[src/rtl/rr_arb_mux4_pkg.sv]
// Shared definitions for the four-source round-robin arbiter: source counts,
// select encodings, output-register states and the rotating-priority scan.
package rr_arb_mux4_pkg;

    localparam int SRC_N = 4;
    localparam int SRC_W = 2;

    localparam logic [SRC_W-1:0] SEL_IN1 = 2'd0;
    localparam logic [SRC_W-1:0] SEL_IN2 = 2'd1;
    localparam logic [SRC_W-1:0] SEL_IN3 = 2'd2;
    localparam logic [SRC_W-1:0] SEL_IN4 = 2'd3;

    typedef enum logic {
        ST_EMPTY = 1'b0,
        ST_FULL  = 1'b1
    } state_t;

    typedef struct packed {
        logic             found;
        logic [SRC_W-1:0] idx;
    } scan_t;

    // Walks the candidates from the farthest offset back to ptr itself, so the
    // nearest valid source at or after ptr is the last one written and wins.
    function automatic scan_t rr_scan(input logic [SRC_N-1:0] valid,
                                      input logic [SRC_W-1:0] ptr);
        scan_t            res;
        logic [SRC_W-1:0] cand;
        res.found = 1'b0;
        res.idx   = ptr;
        for (int k = SRC_N - 1; k >= 0; k--) begin
            cand = ptr + SRC_W'(k);
            if (valid[cand]) begin
                res.found = 1'b1;
                res.idx   = cand;
            end
        end
        return res;
    endfunction

endpackage

[src/rtl/rr_arb_mux4_mux.sv]
// Plain 4:1 word multiplexer for the shared data bus.
module rr_arb_mux4_mux
    import rr_arb_mux4_pkg::*;
#(
    parameter int WIDTH = 32
) (
    input  logic [SRC_W-1:0] sel,
    input  logic [WIDTH-1:0] in1,
    input  logic [WIDTH-1:0] in2,
    input  logic [WIDTH-1:0] in3,
    input  logic [WIDTH-1:0] in4,
    output logic [WIDTH-1:0] word
);

    always_comb begin
        word = in1;
        case (sel)
            SEL_IN1: word = in1;
            SEL_IN2: word = in2;
            SEL_IN3: word = in3;
            SEL_IN4: word = in4;
            default: word = in1;
        endcase
    end

endmodule

[src/rtl/rr_arb_mux4.sv]
// Round-robin arbiter over four word sources feeding a one-entry output
// register with a valid/ready handshake, plus saturating per-source grant counters.
module rr_arb_mux4
    import rr_arb_mux4_pkg::*;
#(
    parameter int WIDTH = 32,
    parameter int CNT_W = 16
) (
    input  logic                   clk,
    input  logic                   reset,
    input  logic [SRC_N-1:0]       in_valid,
    output logic [SRC_N-1:0]       in_ready,
    input  logic [WIDTH-1:0]       in1,
    input  logic [WIDTH-1:0]       in2,
    input  logic [WIDTH-1:0]       in3,
    input  logic [WIDTH-1:0]       in4,
    output logic [WIDTH-1:0]       out_data,
    output logic [SRC_W-1:0]       out_src,
    output logic                   out_valid,
    input  logic                   out_ready,
    output logic [SRC_W-1:0]       sel,
    output logic [SRC_N*CNT_W-1:0] grant_cnt
);

    state_t           state;
    state_t           state_nxt;
    logic [SRC_W-1:0] rr_ptr;
    scan_t            scan;
    logic             load;
    logic             take;
    logic [WIDTH-1:0] mux_word;
    logic [CNT_W-1:0] cnt [SRC_N];

    assign out_valid = (state == ST_FULL);

    // The register may accept a new word when empty or being drained this cycle;
    // reset masks the handshake so nothing is consumed while it is held.
    always_comb begin
        scan      = rr_scan(in_valid, rr_ptr);
        load      = ~out_valid | out_ready;
        take      = load & scan.found & ~reset;
        sel       = reset ? '0 : scan.idx;
        in_ready  = '0;
        state_nxt = state;
        if (take) begin
            in_ready[scan.idx] = 1'b1;
        end
        if (load) begin
            state_nxt = scan.found ? ST_FULL : ST_EMPTY;
        end
    end

    always_ff @(posedge clk or posedge reset) begin
        if (reset) begin
            state <= ST_EMPTY;
        end else begin
            state <= state_nxt;
        end
    end

    rr_arb_mux4_mux #(
        .WIDTH(WIDTH)
    ) u_mux (
        .sel  (sel),
        .in1  (in1),
        .in2  (in2),
        .in3  (in3),
        .in4  (in4),
        .word (mux_word)
    );

    // Data, source tag and pointer only move on an accepted word, so an
    // empty cycle leaves the last word visible on out_data.
    always_ff @(posedge clk or posedge reset) begin
        if (reset) begin
            out_data <= '0;
            out_src  <= '0;
            rr_ptr   <= '0;
        end else if (take) begin
            out_data <= mux_word;
            out_src  <= scan.idx;
            rr_ptr   <= scan.idx + 1'b1;
        end
    end

    for (genvar i = 0; i < SRC_N; i++) begin : g_cnt
        always_ff @(posedge clk or posedge reset) begin
            if (reset) begin
                cnt[i] <= '0;
            end else if (take && (scan.idx == SRC_W'(i)) && (cnt[i] != '1)) begin
                cnt[i] <= cnt[i] + 1'b1;
            end
        end
        assign grant_cnt[i*CNT_W +: CNT_W] = cnt[i];
    end

endmodule

[config.mk]
export PLATFORM = sky130hd
export DESIGN_NAME = rr_arb_mux4
export DESIGN_NICKNAME = d
export VERILOG_FILES = /design/src/rtl/rr_arb_mux4_pkg.sv /design/src/rtl/rr_arb_mux4_mux.sv /design/src/rtl/rr_arb_mux4.sv
export SDC_FILE = /design/constraint.sdc
export NUM_CORES = 1
export LEC_CHECK = 0
export CORE_MARGIN = 2
export CORE_UTILIZATION = 48
export CTS_CLUSTER_DIAMETER = 200
export CTS_CLUSTER_SIZE = 25
export DETAILED_ROUTE_END_ITERATION = 16
export PLACE_DENSITY = 0.88
export SLEW_MARGIN = 20
export SYNTH_ARGS = -nofsm -noshare
export SYNTH_HDL_FRONTEND = slang
export SYNTH_SLANG_ARGS = --single-unit
[constraint.sdc]
create_clock -name clk -period 11.3 [get_ports clk]
set_clock_uncertainty 0.1 [all_clocks]
set_input_delay 2.825 -clock clk [delete_from_list [all_inputs] [get_ports clk]]
set_output_delay 2.825 -clock clk [all_outputs]
set_load 0.02 [all_outputs]
==> impl_metrics.toml <==
[synthesis]
synth_warnings = 0
ys_seq_area_share_pct = 42.37
synth_top_cell_area_share_pct = 42.37
synth_edf_count = 0
synthArstFlopShare_pct = 100.0
synth_top_cell_by_area = "dfrtp_1"
synthDistinctLibCells = 49
syn-num-nets = 783
synth_most_common_cell = "dfrtp_1"
synth_flop_cell = "dfrtp_1"
synthCells = 640
synth_commonest_cells = "dfrtp_1, nand2_1, nand3_1"
synth_area_um2 = 5964
avgSynthCellArea_um2 = 9.319
postSynthRegisterBits = 101
synth_area_leaders = "dfrtp_1, nor3b_2, nand3_1, o2111ai_1, nand2_1"

[drt]
route.vias.total = 5748
wl_per_cell_um = 17.52
totalWireLength_um = 18050
drtIter0Drc = 405
first_pass_iters = 7
routed_via_density = 5.581
drc = 0
drtAntennaViolNets = 0

[power]
p_seq_share_pct = 34.8
power_leakage_uw = 0.003653
peakVddDrop_v = 0.0001141
p_int_uw = 961.5
sw_frac_of_total_pct = 38.79
clock_power_share_pct = 19.5
pwr-share-comb_pct = 45.7
p_sw_uw = 609.2
power_density_nw_per_um2 = 180.8

[final_layout]
fillers = 888
syn_to_final_growth_pct = 45.65
num-nets-final = 999
drive_gt1_share_pct = 8.595
stdcell_area_um2 = 8687
fin_cells = 1030

[sta]
hold_slack_ns = 0.3796
setup_tns_ns = 0
post-route-min-period_ns = 8.922
setup_slack_ns = 2.378
maxSlewViolCount = 0
slew-limit-headroom_pct = 42.58
setup_violations = 0
hold_viol = 0
rsz0062_at_grt = "no"
finalCritPeriodShare_pct = 78.95
worstMarginPinSlew_ns = 0.8613
fmax_mhz = 112.1

[grt]
grtUsageTotal_pct = 26.31
antenna_found_initial = 1
grt-ovfl-total = 0
grt_pass1_vias = 5586
grt_max_degree = 73
grt_pass1_wl_um = 28010

[critical_path]
path_max_fanout = 36
ff2ff_path_depth = 10
crit_start = "in_valid[3]"
cp-end-kind = "output port"
cp.arrival_ns = 6.00
r2r-start = "rr_ptr[0]"
worstSetupPathType = "in -> out"
worst_ep_required_time_ns = 8.38
crit_path_start_kind = "input pin"

[die]
die-area_um2 = 13330
ioPinCount = 240
die_y_um = 115.5
coreArea_um2 = 12060
num_rows = 40
initial_core_util_pct = 49.45
die_w_um = 115.5

[min_path]
hold_depth = 2
hp-class = "reg -> reg"
holdCritStartpoint = "out_src[0]"

[placed_design]
dp_slack_ns = 2.408
dp_cells = 1013
placed_area_um2 = 8391
io_buffers = 239
dp_hpwl_um = 12750
finalWeightedCongestion = 0.8906

[clock_network]
cts_tree = "done"
cts-root-buf = "clkbuf_16"
post-cts-setup-buffer-count = 0
cts-htree-levels = 3
cts_sinks = 101
hold_buffers = 0
post_cts_resized = 0
path_clk_slew_ns = 0.07
clk_path_buf_depth = 2
cts_made_buffers = 9
clk_latency_ns = 0.34

[status]
status = "completed"

[job]
drv_cap = 0
-- flip-flops by register name, indices dropped and copies added (netlist names) --
name / cells
grant_cnt: 64
out_data: 32
out_src: 2
rr_ptr: 2
out_valid: 1
-- stage by stage --
stage          power, uW  utilization (%)
3_5_place_dp        1272            69.56
2_1_floorplan      962.1                -
5_1_grt             1661            72.02
6_report            1571            72.02
4_1_cts             1579            72.00
3_3_place_gp        1255            69.56
-- routing by layer --
metal,up-vias,global-route usage (%),share of wire (%)
li1,2735,-,-
met1,2748,32.67,41
met2,230,44.99,48
met3,35,5.596,7.8
met4,0,10.28,2.8
met5,-,0,0
-- worst max-delay path: stages --
cell	delay, ns
clkdlybuf4s50_1	0.72
nor2b_1	0.13
o21ai_0	0.22
o221a_2	0.75
ha_1	0.28
nand4_1	0.26
inv_1	0.18
clkdlybuf4s50_1	0.62
-- power groups by stage --
stage | clock (uW) | sequential (uW) | combinational [uW]
floorplan | 0 | 637 | 325
global placement | 0 | 549 | 705
detailed placement | 0 | 552 | 720
CTS | 311 | 545 | 723
global route | 328 | 560 | 773
finish | 306 | 547 | 717
-- final cells by class --
| cell class | instances | area [um2] | area share, % |
|---|---|---|---|
| inverter | 46 | 177.7 | 2.045 |
| sequential | 101 | 2527 | 29.09 |
| clock buffer | 10 | 239.0 | 2.751 |
| multi-input combinational | 454 | 3045 | 35.06 |
| timing repair buffer | 244 | 2430 | 27.97 |
| antenna | 1 | 2.502 | 0.02881 |
| tap | 168 | 210.2 | 2.420 |
| clock inverter | 6 | 55.05 | 0.6337 |
-- placed cells by master (no fill, tap or decap), types with 5 or more instances in the layout --
cell / synthesis / final
dfrtp_1: 101 / 101
ha_1: 8 / 8
inv_1: 45 / 44
nand3_1: 58 / 58
buf_4: 9 / 5
nand4_1: 21 / 21
xor2_1: 25 / 25
a21oi_1: 7 / 7
nor3b_2: 30 / 30
o2111ai_1: 33 / 33
nor2_1: 29 / 29
mux2_2: 9 / 9
clkbuf_16: 0 / 9
nor2b_1: 9 / 9
o21ai_0: 7 / 7
nand2_1: 69 / 69
and3_1: 10 / 10
clkdlybuf4s50_1: 0 / 239
nor3_1: 45 / 44
o22ai_1: 32 / 32
xnor2_1: 26 / 26
-- final timing paths --
kind,to,slack (ns)
max in group asynchronous,out_data[22],6.96
setup reg to reg,grant_cnt[47],7.91
setup / recovery,in_ready[1],2.38
hold / removal,out_src[0],0.38
min in group asynchronous,out_src[0],2.90
hold reg to reg,out_src[0],0.38
-- cell families (layout without fill, tap and decap cells) --
kind of cell | Yosys count | after routing | share of synthesized area, %
buffers and inverters | 85 | 306 | 6.713
adders and majority gates | 8 | 8 | 1.678
muxes | 9 | 9 | 1.699
xor gates and xnor gates | 51 | 51 | 7.489
DFF | 101 | 101 | 42.37
AOI/OAI and AO/OA | 92 | 92 | 11.29
and+or+nand+nor | 294 | 294 | 28.76
other | 0 | 1 | 0
(Power assumes the default switching activity.)
